===== src/rtl/ps2_transceiver_if.sv =====
// ps2_transceiver_if: the receive and transmit handshake bundle between the PS/2
// host controller and the keyboard/mouse translation logic.
//   rx_valid/rx_data/rx_extended/rx_released : FIFO head, rx_pop consumes it
//   rx_parity_err/rx_frame_err/rx_overflow   : one-cycle receive error pulses
//   tx_data/tx_load                          : command byte and start strobe
//   tx_busy/tx_done/tx_error                 : send status
// Modport slave is the controller side, modport master is the client side.
interface ps2_transceiver_if;
  logic       rx_valid;
  logic [7:0] rx_data;
  logic       rx_extended;
  logic       rx_released;
  logic       rx_pop;
  logic       rx_parity_err;
  logic       rx_frame_err;
  logic       rx_overflow;
  logic [7:0] tx_data;
  logic       tx_load;
  logic       tx_busy;
  logic       tx_done;
  logic       tx_error;

  modport slave (
    input  rx_pop, tx_data, tx_load,
    output rx_valid, rx_data, rx_extended, rx_released,
    output rx_parity_err, rx_frame_err, rx_overflow,
    output tx_busy, tx_done, tx_error
  );

  modport master (
    output rx_pop, tx_data, tx_load,
    input  rx_valid, rx_data, rx_extended, rx_released,
    input  rx_parity_err, rx_frame_err, rx_overflow,
    input  tx_busy, tx_done, tx_error
  );
endinterface


===== src/rtl/ps2_transceiver.sv =====
// ps2_transceiver: bidirectional PS/2 host controller. Receives device frames into
// a small FIFO (optionally folding E0/F0 keyboard prefixes into flags) and sends
// host-to-device bytes with the inhibit / request-to-send sequence.
//   clk, rst               : system clock, synchronous active-high reset
//   ps2clk_in, ps2dat_in   : raw pad levels (asynchronous)
//   ps2clk_oe, ps2dat_oe   : 1 = pull the pad low, 0 = release
//   bus (slave)            : rx FIFO head / pop, error pulses, tx handshake
module ps2_transceiver #(
  parameter int unsigned CLK_KHZ    = 28000,
  parameter int unsigned FILTER_LEN = 8,
  parameter int unsigned FIFO_DEPTH = 4,
  parameter bit          KBD_MODE   = 1'b1
) (
  input  logic             clk,
  input  logic             rst,
  input  logic             ps2clk_in,
  input  logic             ps2dat_in,
  output logic             ps2clk_oe,
  output logic             ps2dat_oe,
  ps2_transceiver_if.slave bus
);

  localparam int unsigned FLT_W   = $clog2(FILTER_LEN + 1);
  localparam int unsigned PTR_W   = $clog2(FIFO_DEPTH);
  localparam int unsigned CNT_W   = PTR_W + 1;
  localparam int unsigned RX_TO   = CLK_KHZ * 2;
  localparam int unsigned TX_TO   = CLK_KHZ * 15;
  localparam int unsigned INH     = CLK_KHZ / 10;
  localparam int unsigned RX_TO_W = $clog2(RX_TO + 1);
  localparam int unsigned TX_TO_W = $clog2(TX_TO + 1);

  typedef struct packed {
    logic       ext;
    logic       rel;
    logic [7:0] data;
  } rx_entry_t;

  typedef enum logic [1:0] {RX_IDLE, RX_DATA, RX_PARITY, RX_STOP} rx_state_t;

  typedef enum logic [2:0] {
    TX_IDLE, TX_INHIBIT, TX_RTS, TX_DATA, TX_PARITY, TX_STOP, TX_WAITIDLE
  } tx_state_t;

  // ---------------------------------------------------------------- pad sync
  logic [1:0] clk_sync;
  logic [1:0] dat_sync;
  logic       clk_s;
  logic       dat_s;

  always_ff @(posedge clk) begin
    if (rst) begin
      clk_sync <= 2'b11;
      dat_sync <= 2'b11;
    end else begin
      clk_sync <= {clk_sync[0], ps2clk_in};
      dat_sync <= {dat_sync[0], ps2dat_in};
    end
  end

  assign clk_s = clk_sync[1];
  assign dat_s = dat_sync[1];

  // Clock deglitch: the filtered level flips only after the synced clock has
  // disagreed with it for FILTER_LEN consecutive cycles.
  logic             clk_filt;
  logic [FLT_W-1:0] flt_cnt;
  logic             fedge;
  logic             redge;

  always_ff @(posedge clk) begin
    if (rst) begin
      clk_filt <= 1'b1;
      flt_cnt  <= '0;
      fedge    <= 1'b0;
      redge    <= 1'b0;
    end else begin
      fedge <= 1'b0;
      redge <= 1'b0;
      if (clk_s == clk_filt) begin
        flt_cnt <= '0;
      end else if (flt_cnt == FLT_W'(FILTER_LEN - 1)) begin
        flt_cnt  <= '0;
        clk_filt <= clk_s;
        fedge    <= clk_filt;
        redge    <= ~clk_filt;
      end else begin
        flt_cnt <= flt_cnt + 1'b1;
      end
    end
  end

  // ---------------------------------------------------------------- tx state
  tx_state_t          tx_state, tx_state_n;
  logic [7:0]         tx_shift, tx_shift_n;
  logic               tx_par, tx_par_n;
  logic [3:0]         tx_cnt, tx_cnt_n;
  logic [TX_TO_W-1:0] tx_timer, tx_timer_n;
  logic               clk_oe_q, clk_oe_n;
  logic               dat_oe_q, dat_oe_n;
  logic               tx_busy_q, tx_busy_n;
  logic               tx_done_q, tx_done_n;
  logic               tx_error_q, tx_error_n;
  logic               tx_start;

  assign tx_start = bus.tx_load && (tx_state == TX_IDLE);

  // ---------------------------------------------------------------- rx state
  rx_state_t          rx_state, rx_state_n;
  logic [7:0]         rx_shift, rx_shift_n;
  logic [2:0]         rx_bits, rx_bits_n;
  logic [RX_TO_W-1:0] rx_timer, rx_timer_n;
  logic               rx_strobe_n;
  logic               perr_n, ferr_n;
  logic               perr_q, ferr_q;
  logic               rx_push_q;
  logic [7:0]         rx_byte_q;

  always_ff @(posedge clk) begin
    if (rst) begin
      rx_state  <= RX_IDLE;
      rx_shift  <= '0;
      rx_bits   <= '0;
      rx_timer  <= '0;
      perr_q    <= 1'b0;
      ferr_q    <= 1'b0;
      rx_push_q <= 1'b0;
      rx_byte_q <= '0;
    end else begin
      rx_state  <= rx_state_n;
      rx_shift  <= rx_shift_n;
      rx_bits   <= rx_bits_n;
      rx_timer  <= rx_timer_n;
      perr_q    <= perr_n;
      ferr_q    <= ferr_n;
      rx_push_q <= rx_strobe_n;
      if (rx_strobe_n) rx_byte_q <= rx_shift;
    end
  end

  // Receive frame decoder; bits are taken on the filtered falling edge.
  always_comb begin
    rx_state_n  = rx_state;
    rx_shift_n  = rx_shift;
    rx_bits_n   = rx_bits;
    rx_timer_n  = rx_timer + 1'b1;
    rx_strobe_n = 1'b0;
    perr_n      = 1'b0;
    ferr_n      = 1'b0;
    if (fedge) rx_timer_n = '0;

    unique case (rx_state)
      RX_IDLE: begin
        rx_timer_n = '0;
        if (fedge && !dat_s) begin
          rx_state_n = RX_DATA;
          rx_bits_n  = '0;
        end
      end
      RX_DATA: begin
        if (fedge) begin
          rx_shift_n = {dat_s, rx_shift[7:1]};
          rx_bits_n  = rx_bits + 1'b1;
          if (rx_bits == 3'd7) rx_state_n = RX_PARITY;
        end
      end
      RX_PARITY: begin
        if (fedge) begin
          if (^{rx_shift, dat_s}) begin
            rx_state_n = RX_STOP;
          end else begin
            perr_n     = 1'b1;
            rx_state_n = RX_IDLE;
          end
        end
      end
      RX_STOP: begin
        if (fedge) begin
          rx_state_n = RX_IDLE;
          if (dat_s) rx_strobe_n = 1'b1;
          else       ferr_n      = 1'b1;
        end
      end
      default: rx_state_n = RX_IDLE;
    endcase

    // A stalled device abandons the frame without any error report.
    if (rx_state != RX_IDLE && !fedge && rx_timer == RX_TO_W'(RX_TO - 1)) begin
      rx_state_n = RX_IDLE;
    end

    // The host owns the bus while sending: any partial frame is dropped quietly.
    if (tx_start || tx_busy_q) begin
      rx_state_n  = RX_IDLE;
      rx_strobe_n = 1'b0;
      perr_n      = 1'b0;
      ferr_n      = 1'b0;
    end
  end

  // ---------------------------------------------------------------- prefix fold + fifo
  rx_entry_t        mem [FIFO_DEPTH];
  logic [PTR_W-1:0] rd_ptr, rd_ptr_n;
  logic [PTR_W-1:0] wr_ptr, wr_ptr_n;
  logic [CNT_W-1:0] count, count_n;
  logic             pend_ext, pend_rel;
  logic             is_e0, is_f0;
  logic             push, pop, full, wr_en, ovf_n;
  rx_entry_t        push_entry, head_n, head_q;
  logic             rx_valid_q, ovf_q;

  assign is_e0      = KBD_MODE && (rx_byte_q == 8'hE0);
  assign is_f0      = KBD_MODE && (rx_byte_q == 8'hF0);
  assign push       = rx_push_q && !is_e0 && !is_f0;
  assign push_entry = '{ext: pend_ext, rel: pend_rel, data: rx_byte_q};

  // Pointer bookkeeping; the head is precomputed so rx_data is a plain register.
  always_comb begin
    pop      = bus.rx_pop && rx_valid_q;
    full     = (count == CNT_W'(FIFO_DEPTH));
    wr_en    = push && (!full || pop);
    ovf_n    = push && full && !pop;
    rd_ptr_n = pop   ? rd_ptr + 1'b1 : rd_ptr;
    wr_ptr_n = wr_en ? wr_ptr + 1'b1 : wr_ptr;
    count_n  = count + CNT_W'(wr_en) - CNT_W'(pop);
    head_n   = (wr_en && wr_ptr == rd_ptr_n) ? push_entry : mem[rd_ptr_n];
    if (count_n == '0) head_n = '0;
  end

  always_ff @(posedge clk) begin
    if (wr_en) mem[wr_ptr] <= push_entry;
  end

  always_ff @(posedge clk) begin
    if (rst) begin
      rd_ptr     <= '0;
      wr_ptr     <= '0;
      count      <= '0;
      pend_ext   <= 1'b0;
      pend_rel   <= 1'b0;
      head_q     <= '0;
      rx_valid_q <= 1'b0;
      ovf_q      <= 1'b0;
    end else begin
      rd_ptr     <= rd_ptr_n;
      wr_ptr     <= wr_ptr_n;
      count      <= count_n;
      head_q     <= head_n;
      rx_valid_q <= (count_n != '0);
      ovf_q      <= ovf_n;
      // Prefixes accumulate; any other byte consumes them, dropped or not.
      if (rx_push_q) begin
        if (is_e0) begin
          pend_ext <= 1'b1;
        end else if (is_f0) begin
          pend_rel <= 1'b1;
        end else begin
          pend_ext <= 1'b0;
          pend_rel <= 1'b0;
        end
      end
    end
  end

  // ---------------------------------------------------------------- tx fsm
  always_ff @(posedge clk) begin
    if (rst) begin
      tx_state   <= TX_IDLE;
      tx_shift   <= '0;
      tx_par     <= 1'b0;
      tx_cnt     <= '0;
      tx_timer   <= '0;
      clk_oe_q   <= 1'b0;
      dat_oe_q   <= 1'b0;
      tx_busy_q  <= 1'b0;
      tx_done_q  <= 1'b0;
      tx_error_q <= 1'b0;
    end else begin
      tx_state   <= tx_state_n;
      tx_shift   <= tx_shift_n;
      tx_par     <= tx_par_n;
      tx_cnt     <= tx_cnt_n;
      tx_timer   <= tx_timer_n;
      clk_oe_q   <= clk_oe_n;
      dat_oe_q   <= dat_oe_n;
      tx_busy_q  <= tx_busy_n;
      tx_done_q  <= tx_done_n;
      tx_error_q <= tx_error_n;
    end
  end

  // Host-to-device sequencing; the next data level is driven after each device fedge.
  always_comb begin
    tx_state_n = tx_state;
    tx_shift_n = tx_shift;
    tx_par_n   = tx_par;
    tx_cnt_n   = tx_cnt;
    tx_timer_n = tx_timer + 1'b1;
    clk_oe_n   = clk_oe_q;
    dat_oe_n   = dat_oe_q;
    tx_done_n  = 1'b0;
    tx_error_n = 1'b0;

    unique case (tx_state)
      TX_IDLE: begin
        tx_timer_n = '0;
        clk_oe_n   = 1'b0;
        dat_oe_n   = 1'b0;
        if (bus.tx_load) begin
          tx_state_n = TX_INHIBIT;
          tx_shift_n = bus.tx_data;
          tx_par_n   = ~^bus.tx_data;
          clk_oe_n   = 1'b1;
        end
      end
      TX_INHIBIT: begin
        if (tx_timer == TX_TO_W'(INH - 1)) begin
          tx_state_n = TX_RTS;
          tx_timer_n = '0;
          clk_oe_n   = 1'b0;
          dat_oe_n   = 1'b1;
        end
      end
      TX_RTS: begin
        if (fedge) begin
          tx_state_n = TX_DATA;
          dat_oe_n   = ~tx_shift[0];
          tx_shift_n = tx_shift >> 1;
          tx_cnt_n   = 4'd1;
        end
      end
      TX_DATA: begin
        if (fedge) begin
          if (tx_cnt == 4'd8) begin
            tx_state_n = TX_PARITY;
            dat_oe_n   = ~tx_par;
          end else begin
            dat_oe_n   = ~tx_shift[0];
            tx_shift_n = tx_shift >> 1;
            tx_cnt_n   = tx_cnt + 1'b1;
          end
        end
      end
      TX_PARITY: begin
        if (fedge) begin
          tx_state_n = TX_STOP;
          dat_oe_n   = 1'b0;
        end
      end
      TX_STOP: begin
        // Line released for the stop bit; the device must answer with a low ACK.
        if (fedge) begin
          if (!dat_s) begin
            tx_state_n = TX_WAITIDLE;
          end else begin
            tx_state_n = TX_IDLE;
            tx_error_n = 1'b1;
          end
        end
      end
      TX_WAITIDLE: begin
        if (redge) begin
          tx_state_n = TX_IDLE;
          tx_done_n  = 1'b1;
        end
      end
      default: tx_state_n = TX_IDLE;
    endcase

    if (tx_state != TX_IDLE && tx_state != TX_INHIBIT) begin
      if (fedge) begin
        tx_timer_n = '0;
      end else if (tx_timer == TX_TO_W'(TX_TO - 1)) begin
        tx_state_n = TX_IDLE;
        tx_error_n = 1'b1;
        tx_done_n  = 1'b0;
        clk_oe_n   = 1'b0;
        dat_oe_n   = 1'b0;
      end
    end

    tx_busy_n = (tx_state_n != TX_IDLE);
  end

  // ---------------------------------------------------------------- outputs
  assign ps2clk_oe         = clk_oe_q;
  assign ps2dat_oe         = dat_oe_q;
  assign bus.rx_valid      = rx_valid_q;
  assign bus.rx_data       = head_q.data;
  assign bus.rx_extended   = head_q.ext;
  assign bus.rx_released   = head_q.rel;
  assign bus.rx_parity_err = perr_q;
  assign bus.rx_frame_err  = ferr_q;
  assign bus.rx_overflow   = ovf_q;
  assign bus.tx_busy       = tx_busy_q;
  assign bus.tx_done       = tx_done_q;
  assign bus.tx_error      = tx_error_q;

endmodule


===== src/flat_wrapper.sv =====
// flat-port wrapper written by rule: the top's interface ports become plain ports
module ps2_transceiver_flat 
#(
  parameter int unsigned CLK_KHZ    = 28000,
  parameter int unsigned FILTER_LEN = 8,
  parameter int unsigned FIFO_DEPTH = 4,
  parameter bit          KBD_MODE   = 1'b1
)
  (clk, rst, ps2clk_in, ps2dat_in, ps2clk_oe, ps2dat_oe, bus_rx_pop, bus_tx_data, bus_tx_load, bus_rx_valid, bus_rx_data, bus_rx_extended, bus_rx_released, bus_rx_parity_err, bus_rx_frame_err, bus_rx_overflow, bus_tx_busy, bus_tx_done, bus_tx_error);
  ps2_transceiver_if bus_i ();
  input  logic clk;
  input  logic rst;
  input  logic ps2clk_in;
  input  logic ps2dat_in;
  output logic ps2clk_oe;
  output logic ps2dat_oe;
  input wire logic [$bits(bus_i.rx_pop)-1:0] bus_rx_pop;
  input wire logic [$bits(bus_i.tx_data)-1:0] bus_tx_data;
  input wire logic [$bits(bus_i.tx_load)-1:0] bus_tx_load;
  output wire logic [$bits(bus_i.rx_valid)-1:0] bus_rx_valid;
  output wire logic [$bits(bus_i.rx_data)-1:0] bus_rx_data;
  output wire logic [$bits(bus_i.rx_extended)-1:0] bus_rx_extended;
  output wire logic [$bits(bus_i.rx_released)-1:0] bus_rx_released;
  output wire logic [$bits(bus_i.rx_parity_err)-1:0] bus_rx_parity_err;
  output wire logic [$bits(bus_i.rx_frame_err)-1:0] bus_rx_frame_err;
  output wire logic [$bits(bus_i.rx_overflow)-1:0] bus_rx_overflow;
  output wire logic [$bits(bus_i.tx_busy)-1:0] bus_tx_busy;
  output wire logic [$bits(bus_i.tx_done)-1:0] bus_tx_done;
  output wire logic [$bits(bus_i.tx_error)-1:0] bus_tx_error;
  assign bus_i.rx_pop = bus_rx_pop;
  assign bus_i.tx_data = bus_tx_data;
  assign bus_i.tx_load = bus_tx_load;
  assign bus_rx_valid = bus_i.rx_valid;
  assign bus_rx_data = bus_i.rx_data;
  assign bus_rx_extended = bus_i.rx_extended;
  assign bus_rx_released = bus_i.rx_released;
  assign bus_rx_parity_err = bus_i.rx_parity_err;
  assign bus_rx_frame_err = bus_i.rx_frame_err;
  assign bus_rx_overflow = bus_i.rx_overflow;
  assign bus_tx_busy = bus_i.tx_busy;
  assign bus_tx_done = bus_i.tx_done;
  assign bus_tx_error = bus_i.tx_error;
  ps2_transceiver #(.CLK_KHZ(CLK_KHZ), .FILTER_LEN(FILTER_LEN), .FIFO_DEPTH(FIFO_DEPTH), .KBD_MODE(KBD_MODE)) u_core (.clk(clk), .rst(rst), .ps2clk_in(ps2clk_in), .ps2dat_in(ps2dat_in), .ps2clk_oe(ps2clk_oe), .ps2dat_oe(ps2dat_oe), .bus(bus_i));
endmodule

===== config.mk =====
export PLATFORM = sky130hd
export DESIGN_NAME = ps2_transceiver_flat
export DESIGN_NICKNAME = d
export VERILOG_FILES = /design/src/rtl/ps2_transceiver_if.sv /design/src/rtl/ps2_transceiver.sv /design/src/flat_wrapper.sv
export SDC_FILE = /design/constraint.sdc
export NUM_CORES = 1
export LEC_CHECK = 0
export BUFFER_PORTS_ARGS = -buffer_cell sky130_fd_sc_hd__buf_2
export CAP_MARGIN = 25
export CORE_AREA = 2 2 113 115
export CTS_CLUSTER_SIZE = 25
export DETAILED_ROUTE_END_ITERATION = 10
export DIE_AREA = 0 0 115 117
export GPL_TIMING_DRIVEN = 0
export PLACE_DENSITY_LB_ADDON = 0.15
export SYNTH_ARGS = -nofsm -noshare
export SYNTH_HDL_FRONTEND = slang
export SYNTH_SLANG_ARGS = --single-unit

===== constraint.sdc =====
create_clock -name clk -period 3.71 [get_ports clk]
set_input_delay 1.113 -clock clk [delete_from_list [all_inputs] [get_ports clk]]
set_output_delay 1.113 -clock clk [all_outputs]
set_load 0.02 [all_outputs]

# Word level (Yosys, flattened, before mapping)
# Memory sizes are Yosys's and may differ from the RTL's. A register that Yosys moved wholly into a read port is not among the register bits.
# Cells that the tools add are included.
totals:
  regBits: 102
  ramBits: 40
  input_bits: 14
  output_inout_bits: 19
  wordCells: 199
  mem_count: 1
mem_list:
  columns: ["name", "depth", "width", "read_ports", "rd_clocked_by_memory_dff", "wr", "line_no", "source"]
  rows:
  - ["u_core.mem", 4, 10, 1, 1, 1, "ps2_transceiver.sv:201", "rx_entry_t mem [FIFO_DEPTH];"]
op_classes:
  addsub: 9
  n_eq_ne: 30
  mux: 72
  bitwise_logic: 9
  n_reduce_logical: 47
op_table:
  columns: ["cell", "n"]
  rows:
  - ["$mux W19", 3]
  - ["$mux W3", 14]
  - ["$pmux W19 S2", 1]
  - ["$mux W1", 33]
  - ["$mux W8", 4]
  - ["$pmux W8 S3", 1]
  - ["$pmux W3 S7", 1]
  - ["$add A19 B1 Y19 const B", 1]
  - ["$eq A19 B12 Y1 const B", 1]
  - ["$eq A19 B19 Y1 const B", 1]
  - ["$add A16 B1 Y16 const B", 1]
  - ["$eq A16 B16 Y1 const B", 1]
  - ["$eq A8 B8 Y1 const B", 2]
  - ["$ne A2 B1 Y1 const B", 8]
  - ["$eq A3 B3 Y1 const B", 5]
  - ["$mux W2", 7]
  - ["$mux W4", 3]
  - ["$reduce_bool A3 Y1", 4]
  - ["$reduce_or A3 Y1", 4]
  - ["$logic_and A1 B1 Y1", 11]
  - ["$reduce_and A2 Y1", 5]
  - ["$reduce_and A5 Y1", 2]
  - ["$not A1 Y1", 9]
  - ["$reduce_xor A9 Y1", 1]
  - ["29 further kinds", 44]

# Logic depth before layout (Yosys ltp)
# Gate-level depths: netlist (run 1).
depth:
  word_depth: 9
  ltp_mapped: 11

# Least setup slack after synthesis (run 1)
# Ideal clock, no wire load.
synth_path:
  kind: "input to register"
  startpoint: "in bus_rx_pop"
  endpoint: "reg u_core.head_q (netlist bit u_core.bus.rx_data[1])"
  setup_ns: 0.128
  t_arrival_ns: 2.960
  t_required_ns: 3.582
  setup_slack_ns: 0.623
  cell_stages: 10
  path_buffers: 1
  path_cell_list: "nand2_1 > nand4_1 > and2_1 > ha_1 > fa_1 > xnor2_1 > xnor2_1 > a21o_1 > clkbuf_1 > nor2_1"
synth_via:
  elab_chain_cells: 7
synth_rtl:
  columns: ["element", "line_no", "source"]
  rows:
  - ["start: declaration", "flat_wrapper.sv:17", "input wire logic [$bits(bus_i.rx_pop)-1:0] bus_rx_pop;"]
  - ["$logic_and A1 B1 Y1", "ps2_transceiver.sv:218", "pop = bus.rx_pop && rx_valid_q;"]
  - ["$logic_or A1 B1 Y1", "ps2_transceiver.sv:220", "wr_en = push && (!full || pop);"]
  - ["$logic_and A1 B1 Y1", "ps2_transceiver.sv:220", null]
  - ["via u_core.wr_en", "ps2_transceiver.sv:207", "logic push, pop, full, wr_en, ovf_n;"]
  - ["$add A3 B1 Y3", "ps2_transceiver.sv:224", "count_n = count + CNT_W'(wr_en) - CNT_W'(pop);"]
  - ["$sub A3 B1 Y3", "ps2_transceiver.sv:224", null]
  - ["$logic_not A3 Y1", "ps2_transceiver.sv:226", "if (count_n == '0) head_n = '0;"]
  - ["$reduce_or A2 Y1 (no line)", null, null]
  - ["end signal: assignment", "ps2_transceiver.sv:247", "head_q <= head_n;"]
  - ["end: declaration", "ps2_transceiver.sv:208", "rx_entry_t push_entry, head_n, head_q;"]
# The timed path passes the listed nets, and every way through them passes these cells.
# A chain may end at the register's enable or synchronous reset.

# Worst setup path in the final report (run 1)
layout_path:
  startpoint: "in bus_rx_pop"
  endpoint: "reg u_core.head_q (netlist bit u_core.bus.rx_released)"
# Same word-level chain as after synthesis.

==> results of run 1 <==
-- routing by layer --
layer | GRT usage (%) | up-vias
met5 | 0 | -
met4 | 8.51 | 0
met3 | 4.89 | 22
met2 | 34.1 | 86
met1 | 25.8 | 2149
li1 | - | 2227
-- cell families after synthesis --
family	after synthesis	share of synthesized area (%)
AO/OA/AOI/OAI	67	6.76
buffers and inverters	49	3.15
flip-flops	152	53.4
multiplexers	36	7.54
XOR/XNOR	58	8.31
AND/OR/NAND/NOR	234	18.0
adder cells (fa/ha/maj)	14	2.84
-- per-stage QoR --
stage	area, sq um	utilization, %	instances	hold WS [ns]	setup TNS, ns
after global routing	7360	59.8	823	0.427	0
after floorplan	6440	-	610	0.389	0
after detailed placement	6790	55.1	791	0.402	-0.244
after CTS	7360	59.8	823	0.421	0
after global placement	6790	55.1	791	0.399	0
final	7360	59.8	823	0.417	0
-- worst register-to-register path, cell delays in order (launching register included) --
cell and delay, ns:
dfxtp_1 0.43, nor4bb_1 0.37, a31oi_1 0.33, and2_1 0.31, ha_1 0.23, fa_1 0.39
xnor2_1 0.20, xnor2_1 0.17, a21o_1 0.19, clkbuf_1 0.43, nor2_1 0.12
-- layout make-up --
cell class	count	area share, %
sequential	152	46.8
multi-input combinational	409	38.0
clock buffer	18	5.96
tap	150	2.55
timing repair buffer	31	2.11
clock inverter	14	1.89
buffer	27	1.63
inverter	22	1.12
-- where the power goes --
group	internal (mW)	leakage (nW)	switching, mW
logic	0.156	1.22	0.223
registers	1.74	1.35	0.0263
clock network	0.957	0.277	0.725
-- registers in the layout (all words and copies together), names as in the netlist, 3 cells and up --
name and flops:
u_core.mem 40, u_core.tx_state 3, u_core.tx_cnt 4, u_core.bus.rx_data 8, u_core.count 3, u_core.rx_timer 16, u_core.flt_cnt 4, u_core.tx_shift 8
u_core.rx_bits 3, u_core.tx_timer 19, u_core.rx_byte_q 8, u_core.rx_shift 8
-- cells in the final DEF (no fill, tap or decap), types with 8 or more instances in the layout --
master	n
dfxtp_1	112
nor2_1	96
nand2_1	45
edfxtp_1	40
buf_2	39
xnor2_1	36
a21oi_1	30
mux2i_1	26
inv_1	22
xor2_1	20
clkbuf_1	17
clkbuf_16	17
nand3_1	14
ha_1	13
and3_1	12
mux4_2	10
nand4_1	9
a211oi_1	9
or2_2	8
nor3_1	8
-- worst min path at each step --
stage | slack, ns | cells past startpoint | end | start
final | 0.42 | 1 | u_core.dat_sync[1] | u_core.dat_sync[0]
after global routing | 0.43 | 1 | u_core.dat_sync[1] | u_core.dat_sync[0]
after CTS | 0.42 | 1 | u_core.dat_sync[1] | u_core.dat_sync[0]
after detailed placement | 0.40 | 1 | u_core.dat_sync[1] | u_core.dat_sync[0]
after global placement | 0.40 | 1 | u_core.dat_sync[1] | u_core.dat_sync[0]
after floorplan | 0.39 | 1 | u_core.clk_sync[1] | u_core.clk_sync[0]
==> out/qor.csv, run 1 <==
stage,metric,value,unit
global_route,vias in the first global route,4367,
timing,RSZ-0062 raised after global routing,no,
worst_setup_path,CP max FO,10,
timing,Final min period,3.34,ns
synthesis,synth warn,0,
drt,vias,4484,
placement,RePlAce Congestion,0.868,
worst_setup_path,startpoint types,primary input,
worst_setup_path,Worst setup EP type,flip-flop,
layout,share of cells above drive strength 1,14.7,%
cts,TritonCTS Buffers,17,
drt,DR top layer,met4,
layout,n_diodes,0,
synthesis,post-synthesis sequential area ratio,53.4,%
worst_setup_path,CP Depth,11,
worst_setup_path,Critical Path AT,3.63,ns
floorplan,row count,41,
synthesis,unique cell type count in the Yosys netlist,59,
cts,hold_buf cts,0,
placement,# port buffers,31,
synthesis,register bit count reported by yosys,152,
synthesis,"EDFF count, synth",40,
cts,Post-CTS Setup Bufs,0,
worst_setup_path,Worst setup startpoint,bus_rx_pop,
synthesis,post-synth net total,638,
timing,worst-margin pin slew,0.958,ns
cts,post-CTS sizing,0,
layout,Final #Nets,688,
layout,# fillers,1058,
drt,WL met2,6140,um
timing,Max Freq,0.299,GHz
synthesis,synth cell count leaders,"dfxtp_1 (112), nor2_1 (96), nand2_1 (45)",
job,Max-Cap Viols,0,
synthesis,share of the synthesized area in the top cell type,34.8,%
drt,detailed-routing wirelength on met1,6080,um
timing,Max-slew headroom,35.9,%
global_route,GR Overflow Total,0,
cts,CTS Sinks,152,
drt,drt first pass iters,4,
floorplan,area of the core,0.0123,sq mm
timing,setup violators final,0,
synthesis,most instantiated library cell after synthesis,dfxtp_1,
global_route,initial antenna violation count,0,
worst_setup_path,R2R Path End,u_core.bus.rx_released,
cts,CTS tree,done,
worst_setup_path,slowest CP cell,clkbuf_1,
synthesis,Post-synth top flop,dfxtp_1,
worst_setup_path,critical path's top delay family,simple AND/OR/NAND/NOR gates,
power_and_ir_drop,Max VDD drop,291,uV
drt,DRT iter0 DRCs,271,
cts,Max H-tree Level,4,
layout,Area Overhead vs Synth,14.3,%
global_route,largest net degree at the start of global routing,17,
global_route,GRT Util Overall,20.5,%
power_and_ir_drop,Overall Power,3.83,mW
timing,Setup Skew,0.00677,ns
outcome,status,completed,
floorplan,Die W,115,um
worst_setup_path,flop2flop setup slack,0.42,ns
drt,Met3 Wirelength,437,um
floorplan,Die ar.,0.0135,sq mm
timing,Fin. Hold Viols,0,
drt,Via density,5.45,
drt,Post-Route WL,12900,um
synthesis,Area contributors post-synth,"dfxtp_1 (35%), edfxtp_1 (19%), nor2_1 (5.6%)",
layout,Register Area,0.00344,sq mm
cts,clk buf depth,2,
synthesis,biggest area consumer among synthesized cells,dfxtp_1,
floorplan,Initial Util,52.3,%
worst_setup_path,CP Class,in -> reg,
drt,Residual DRC,0,
worst_setup_path,R2R cell count,10,
synthesis,Mean Syn Cell Area,10.6,sq um
power_and_ir_drop,P per Cell Area,520,mW/mm^2
power_and_ir_drop,Pleak,2.85,nW
placement,Post-Place Worst Slack,-0.0451,ns
hold_path,Worst Hold Class,reg -> reg,
synthesis,area of the mapped netlist,0.00644,sq mm
worst_setup_path,"Largest stage delay, worst path",0.42,ns
layout,area occupied by multi-input gates,0.00280,sq mm
timing,Final Slew Violations,0,
drt,wire per inst,15.6,um
synthesis,Mapped Cells,610,
cts,worst-skew pair later-pin latency,0.43,ns
worst_setup_path,Buf/Inv on CP,2,
worst_setup_path,CP Capture Point,u_core.bus.rx_released,
global_route,first-pass GRT wire length,21100,um
timing,crit share post-route,90.0,%
cts,CTS Root Cell,clkbuf_16,
worst_setup_path,FF-to-FF Start,u_core.rx_byte_q[5],
placement,DP HPWL,8770,um
worst_setup_path,Crit path top cell by count,xnor2_1,
worst_setup_path,cell breakdown of the critical path,buf_2 > nand2_1 > nand4_1 > and2_1 > ha_1 > fa_1 > xnor2_1 > xnor2_1 > a21o_1 > clkbuf_1 > nor2_1,
floorplan,Ports,33,
timing,Setup WS post-layout,0.370,ns
synthesis,Synth async-reset ratio,0,%
drt,final antenna-violating net count,0,
floorplan,Die Height,117,um
worst_setup_path,"Req. time, crit path",4.00,ns
cts,clk slew on worst S/H paths,0.06,ns
(Power assumes the default switching activity.)
==> inputs of run 2 (changes only) <==
--- a/config.mk
+++ b/config.mk
@@ -5,12 +5,13 @@
 export SDC_FILE = /design/constraint.sdc
 export NUM_CORES = 1
 export LEC_CHECK = 0
+export ABC_AREA = 1
 export BUFFER_PORTS_ARGS = -buffer_cell sky130_fd_sc_hd__buf_2
 export CAP_MARGIN = 25
-export CORE_AREA = 2 2 113 115
+export CORE_AREA = 2 2 118 120
 export CTS_CLUSTER_SIZE = 25
 export DETAILED_ROUTE_END_ITERATION = 10
-export DIE_AREA = 0 0 115 117
+export DIE_AREA = 0 0 120 122
 export GPL_TIMING_DRIVEN = 0
 export PLACE_DENSITY_LB_ADDON = 0.15
 export SYNTH_ARGS = -nofsm -noshare
==> run 2 against run 1 <==
  * Clock-buffer cell count grew 3
  * Synthesized area grew 10%
  * Sequential power is essentially flat
  * First-iteration DRC count grew 18%
  * Utilization is essentially flat
==> out/qor.csv, run 2 <==
stage,metric,value,unit
timing,setup_tns,0,ns
layout,Finished Core Util,59.8,%
power_and_ir_drop,P per Cell Area,494,mW/mm^2
drt,Residual DRC,0,
worst_setup_path,Critical Path AT,3.32,ns
synthesis,post-synth net total,922,
timing,Max-slew headroom,60.6,%
layout,final cell count without fillers,1142,
hold_path,critical hold path startpoint,u_core.clk_sync[0],
synthesis,Mapped Cells,894,
worst_setup_path,"Largest stage delay, worst path",0.35,ns
cts,worst-skew pair later-pin latency,0.42,ns
floorplan,Die Height,122,um
timing,worst hold slack,0.414,ns
drt,wire per inst,12.4,um
timing,Setup WS post-layout,0.740,ns
synthesis,Synth async-reset ratio,0,%
cts,TritonCTS Buffers,17,
worst_setup_path,Worst setup EP type,flip-flop,
synthesis,Mean Syn Cell Area,7.96,sq um
drt,DRT iter0 DRCs,320,
timing,Max Freq,0.337,GHz
layout,# fillers,1226,
layout,n_diodes,0,
layout,"commonest cells after routing, fill and taps aside","nand2_1 (170), nor2_1 (131), inv_1 (117)",
hold_path,hold endpoint,u_core.clk_sync[1],
drt,Via density,4.95,
global_route,GRT Util Overall,20.4,%
synthesis,Area contributors post-synth,"dfxtp_1 (32%), edfxtp_1 (17%), nand2_1 (9.0%)",
cts,CTS tree,done,
timing,crit share post-route,80.1,%
placement,# port buffers,32,
floorplan,Ports,33,
timing,worst-margin pin slew,0.591,ns
worst_setup_path,CP Class,in -> reg,
drt,vias,5649,
timing,RSZ-0062 raised after global routing,no,
placement,post-placement cell area,0.00752,sq mm
job,Max-Cap Viols,0,
drt,drt first pass iters,5,
placement,number of cells after detailed placement,1108,
placement,DP HPWL,10100,um
cts,post-CTS sizing,0,
cts,clk slew on worst S/H paths,0.06,ns
power_and_ir_drop,Max VDD drop,245,uV
worst_setup_path,critical path's top delay family,buffers and inverters,
worst_setup_path,CP max FO,10,
floorplan,Die ar.,0.0146,sq mm
layout,share of cells above drive strength 1,13.5,%
worst_setup_path,slowest CP cell,fa_1,
global_route,GR Overflow Total,0,
floorplan,Initial Util,52.7,%
synthesis,unique cell type count in the Yosys netlist,38,
timing,Setup Skew,0.00701,ns
layout,Final #Nets,977,
global_route,first-pass GRT wire length,23500,um
cts,Post-CTS Setup Bufs,0,
timing,Final min period,2.97,ns
synthesis,share of the synthesized area in the top cell type,31.5,%
worst_setup_path,R2R cell count,14,
worst_setup_path,Buf/Inv on CP,5,
global_route,vias in the first global route,5086,
cts,CTS Sinks,152,
cts,clk buf depth,2,
layout,post-route cell area,0.00808,sq mm
hold_path,Worst Hold Class,reg -> reg,
power_and_ir_drop,Pleak,3.34,nW
placement,RePlAce Congestion,0.871,
synthesis,"EDFF count, synth",40,
worst_setup_path,"Req. time, crit path",4.06,ns
cts,CTS Root Cell,clkbuf_16,
cts,hold_buf cts,0,
cts,Max H-tree Level,4,
floorplan,Die W,120,um
drt,Post-Route WL,14200,um
layout,Top Registers,"u_core.mem (40), u_core.tx_timer (19), u_core.rx_timer (16)",
drt,final antenna-violating net count,0,
synthesis,biggest area consumer among synthesized cells,dfxtp_1,
timing,Final Slew Violations,0,
worst_setup_path,FF-to-FF Start,u_core.rx_byte_q[5],
outcome,status,completed,
synthesis,area of the mapped netlist,0.00711,sq mm
worst_setup_path,startpoint types,primary input,
synthesis,register bit count reported by yosys,152,
hold_path,WHS Path Cells,1,
synthesis,synth warn,0,
layout,Area Overhead vs Synth,13.6,%
synthesis,post-synthesis sequential area ratio,48.4,%
worst_setup_path,flop2flop setup slack,0.97,ns
timing,Fin. Hold Viols,0,
synthesis,most instantiated library cell after synthesis,nand2_1,
worst_setup_path,R2R Path End,u_core.bus.rx_data[3],
power_and_ir_drop,Overall Power,3.99,mW
placement,Post-Place Worst Slack,0.322,ns
floorplan,area of the core,0.0135,sq mm
layout,flip-flop count of the largest register after layout,40,
global_route,initial antenna violation count,0,
layout,Biggest register,u_core.mem,
global_route,largest net degree at the start of global routing,17,
worst_setup_path,cell breakdown of the critical path,buf_2 > nand2_2 > nand4_1 > nand3_2 > inv_2 > ha_1 > fa_1 > inv_1 > xor2_1 > o21ai_0 > inv_1 > buf_2 > nand2_1 > nor2_1,
synthesis,synth cell count leaders,"nand2_1 (170), nor2_1 (131), inv_1 (117)",
synthesis,Post-synth top flop,dfxtp_1,
floorplan,row count,43,
layout,"commonest non-fill, non-tap cell in the layout",nand2_1,
timing,setup violators final,0,
-- run 2: changes by cell type after synthesis, moves of 8 or more --
cell	previous run	this run
nand3_1	14	60
nor2_1	96	131
o21ai_0	5	54
nand3b_1	3	11
mux2i_1	26	0
nand2_1	45	170
and3_1	12	0
xnor2_1	36	5
mux4_2	10	0
nor2_2	0	13
clkbuf_1	17	5
a21oi_1	30	47
inv_1	22	117
-- run 2: layout make-up --
class / instances / area (sq um) / share of cell area [%]
buffer: 22 / 123 / 1.52
timing repair buffer: 36 / 198 / 2.45
clock inverter: 11 / 71.3 / 0.883
multi-input combinational: 598 / 3080 / 38.2
tap: 180 / 225 / 2.79
clock buffer: 21 / 472 / 5.84
sequential: 152 / 3440 / 42.6
inverter: 122 / 463 / 5.73
-- run 2: kinds of logic (layout without fill, tap and decap cells) --
logic type / Yosys count / in the layout / share of synthesized area (%)
AO/OA/AOI/OAI: 115 / 115 / 8.60
XOR/XNOR: 27 / 27 / 3.33
adder cells (fa/ha/maj): 14 / 14 / 2.57
buffers and inverters: 144 / 212 / 8.23
flip-flops: 152 / 152 / 48.4
AND/OR/NAND/NOR: 442 / 442 / 28.9
-- run 2: where the power goes --
| group | internal [mW] | leakage [nW] | switching, mW |
|---|---|---|---|
| logic | 0.208 | 1.78 | 0.409 |
| registers | 1.77 | 1.30 | 0.0289 |
| clock network | 0.907 | 0.261 | 0.664 |
| total | 2.89 | 3.34 | 1.10 |
-- run 2: how the worst max path moves through the flow --
stage / startpoint / to / slack [ns] / cells past startpoint
after global routing: bus_rx_pop / u_core.bus.rx_data[3] / 0.58 / 14
after detailed placement: bus_rx_pop / u_core.bus.rx_data[3] / 0.32 / 14
after floorplan: bus_rx_pop / u_core.bus.rx_data[3] / 0.85 / 13
after global placement: bus_rx_pop / u_core.bus.rx_data[3] / 0.33 / 14
final: bus_rx_pop / u_core.bus.rx_data[3] / 0.74 / 14
after CTS: bus_rx_pop / u_core.bus.rx_data[3] / 0.73 / 14
-- run 2: worst reg2reg max path: cells and delay by family, from the launching register on --
family / cells / cell delay [ns]
XOR/XNOR: 1 / 0.17
AO/OA/AOI/OAI: 1 / 0.12
AND/OR/NAND/NOR: 5 / 0.70
buffers and inverters: 5 / 0.70
flip-flops: 1 / 0.42
adder cells (fa/ha/maj): 2 / 0.57
-- run 2: layer usage --
layer	up-vias	share of wire, %	global-route usage, %
met1	2536	48	26.2
met2	108	47	33.5
met3	25	3.3	4.59
met5	-	0	0
li1	2980	-	-
met4	0	2.1	8.53
==> inputs of run 3 (changes only) <==
==> constraint.sdc (replaced) <==
create_clock -name clk -period 2.65 [get_ports clk]
set_input_delay 0.795 -clock clk [delete_from_list [all_inputs] [get_ports clk]]
set_output_delay 0.795 -clock clk [all_outputs]
set_load 0.02 [all_outputs]
==> run 3 against run 2 <==
  * Sequential power increased by 40%
  * First-iteration DRC count increased by 1.3%
  * Sequential share of layout area decreased by 0.24 points
  * Largest cell class unchanged
  * Critical path depth unchanged
  * Sequential cell count unchanged
  * Worst setup slack got worse by 0.54 ns
  * Via count increased by 0.28%
==> out/qor.csv, run 3 (same netlist as run 2, synthesis figures left out) <==
stage,metric,value,unit
power_and_ir_drop,Flop pwr share,44.9,%
power_and_ir_drop,Psw,1.55,mW
global_route,GR Overflow Total,0,
timing,Setup Skew,0.00573,ns
drt,wire per inst,12.5,um
worst_setup_path,Critical Path AT,2.80,ns
timing,Fin. Hold Viols,0,
worst_setup_path,critical path's top delay family,simple AND/OR/NAND/NOR gates,
timing,RSZ-0062 raised after global routing,no,
timing,setup_tns,0,ns
floorplan,Die ar.,0.0146,sq mm
drt,Post-Route WL,14300,um
cts,Max H-tree Level,4,
job,Max-Cap Viols,0,
timing,Max-slew headroom,60.4,%
worst_setup_path,R2R cell count,14,
worst_setup_path,"Largest stage delay, worst path",0.35,ns
layout,"commonest cells after routing, fill and taps aside","nand2_1 (170), nor2_1 (131), inv_1 (117)",
floorplan,Initial Util,52.7,%
global_route,first-pass GRT wire length,23600,um
floorplan,Die Height,122,um
layout,"commonest non-fill, non-tap cell in the layout",nand2_1,
timing,Max Freq,0.408,GHz
worst_setup_path,slowest CP cell,fa_1,
hold_path,Worst Hold Class,reg -> reg,
timing,setup violators final,0,
layout,final cell count without fillers,1146,
cts,clk buf depth,2,
placement,RePlAce Congestion,0.871,
worst_setup_path,Crit path top cell by count,inv_1,
cts,clk slew on worst S/H paths,0.06,ns
cts,worst-skew pair later-pin latency,0.42,ns
cts,CTS Sinks,152,
floorplan,row count,43,
drt,Residual DRC,0,
power_and_ir_drop,combinational share of power,15.8,%
layout,Final #Nets,981,
worst_setup_path,startpoint types,primary input,
timing,crit share post-route,92.5,%
power_and_ir_drop,Switching Share,27.7,%
global_route,GRT Util Overall,20.4,%
worst_setup_path,CP max FO,10,
cts,TritonCTS Buffers,17,
worst_setup_path,"Req. time, crit path",3.00,ns
timing,Final min period,2.45,ns
placement,number of cells after detailed placement,1108,
global_route,initial antenna violation count,0,
placement,Post-Place Worst Slack,-0.420,ns
layout,Area Overhead vs Synth,14.3,%
drt,drt first pass iters,5,
worst_setup_path,CP Depth,14,
layout,flip-flop count of the largest register after layout,40,
layout,area occupied by multi-input gates,0.00310,sq mm
timing,Final Slew Violations,0,
timing,worst-margin pin slew,0.594,ns
layout,post-route cell area,0.00813,sq mm
floorplan,Ports,33,
layout,Register Area,0.00345,sq mm
timing,Setup WS post-layout,0.199,ns
worst_setup_path,CP Class,in -> reg,
drt,final antenna-violating net count,0,
hold_path,WHS Path Cells,1,
worst_setup_path,cell breakdown of the critical path,buf_2 > nand2_2 > nand4_1 > nand3_4 > inv_2 > ha_1 > fa_1 > inv_1 > xor2_1 > o21ai_1 > inv_1 > buf_6 > nand2_1 > nor2_1,
placement,# port buffers,32,
global_route,largest net degree at the start of global routing,17,
outcome,status,completed,
placement,post-placement cell area,0.00752,sq mm
power_and_ir_drop,clock share of power,39.3,%
cts,hold_buf cts,0,
drt,vias,5665,
power_and_ir_drop,P per Cell Area,690,mW/mm^2
layout,# fillers,1222,
power_and_ir_drop,Max VDD drop,344,uV
power_and_ir_drop,P_int,4.05,mW
power_and_ir_drop,Pleak,3.36,nW
layout,Biggest register,u_core.mem,
global_route,vias in the first global route,5086,
cts,CTS Root Cell,clkbuf_16,
layout,Top Registers,"u_core.mem (40), u_core.tx_timer (19), u_core.rx_timer (16)",
worst_setup_path,Worst setup EP type,flip-flop,
worst_setup_path,Buf/Inv on CP,5,
placement,DP HPWL,10100,um
floorplan,area of the core,0.0135,sq mm
floorplan,Die W,120,um
layout,share of cells above drive strength 1,14.2,%
layout,n_diodes,0,
cts,CTS tree,done,
drt,Via density,4.94,
drt,DRT iter0 DRCs,324,
==> run 3: changes by cell type in the layout (fill, tap and decap cells not counted), sizes merged <==
cell  delta
buf      +4
==> run 3: through the flow <==
stage	total power [mW]	utilization (%)	hold slack, ns
CTS	5.63	59.8	0.421
global placement	3.43	55.5	0.402
detailed placement	3.44	55.7	0.402
finish	5.61	60.2	0.414
global route	5.85	60.2	0.435
floorplan	3.20	-	0.389
==> run 3: path summary, 6_finish.rpt <==
check / startpoint / to / slack [ns]
hold reg to reg: u_core.clk_sync[0] / u_core.clk_sync[1] / 0.41
setup reg to reg: u_core.rx_byte_q[5] / u_core.bus.rx_data[3] / 0.20
hold / removal: u_core.clk_sync[0] / u_core.clk_sync[1] / 0.41
setup / recovery: bus_rx_pop / u_core.bus.rx_data[3] / 0.20
==> run 3: cell type report <==
cell class                      count  share of cell area [%]
Clock inverter                     11                   0.877
Tap cell                          180                    2.77
Inverter                          122                    5.69
Clock buffer                       21                    5.80
Timing Repair Buffer               40                    2.80
Multi-Input combinational cell    598                    38.1
Buffer                             22                    1.59
Sequential cell                   152                    42.4
==> run 3: routing by layer <==
metal | share of wire (%) | vias up | GRT usage, %
met5 | 0 | - | 0
met4 | 1.9 | 0 | 8.53
met1 | 47 | 2555 | 26.2
met3 | 3.4 | 20 | 4.59
li1 | - | 2985 | -
met2 | 48 | 105 | 33.5
==> run 3: power by group through the flow <==
| stage | clock (mW) | sequential [mW] | combinational [mW] |
|---|---|---|---|
| detailed placement | 0 | 2.57 | 0.869 |
| floorplan | 0 | 2.66 | 0.544 |
| finish | 2.20 | 2.52 | 0.883 |
| global route | 2.33 | 2.53 | 0.987 |
| global placement | 0 | 2.57 | 0.862 |
| CTS | 2.23 | 2.52 | 0.883 |
==> run 3: timing repair <==
action                     CTS  global route
gates cloned                 0             0
setup endpoints to repair    9            10
pin swaps                    0             2
resized for setup            3             4
buffers inserted             0             4
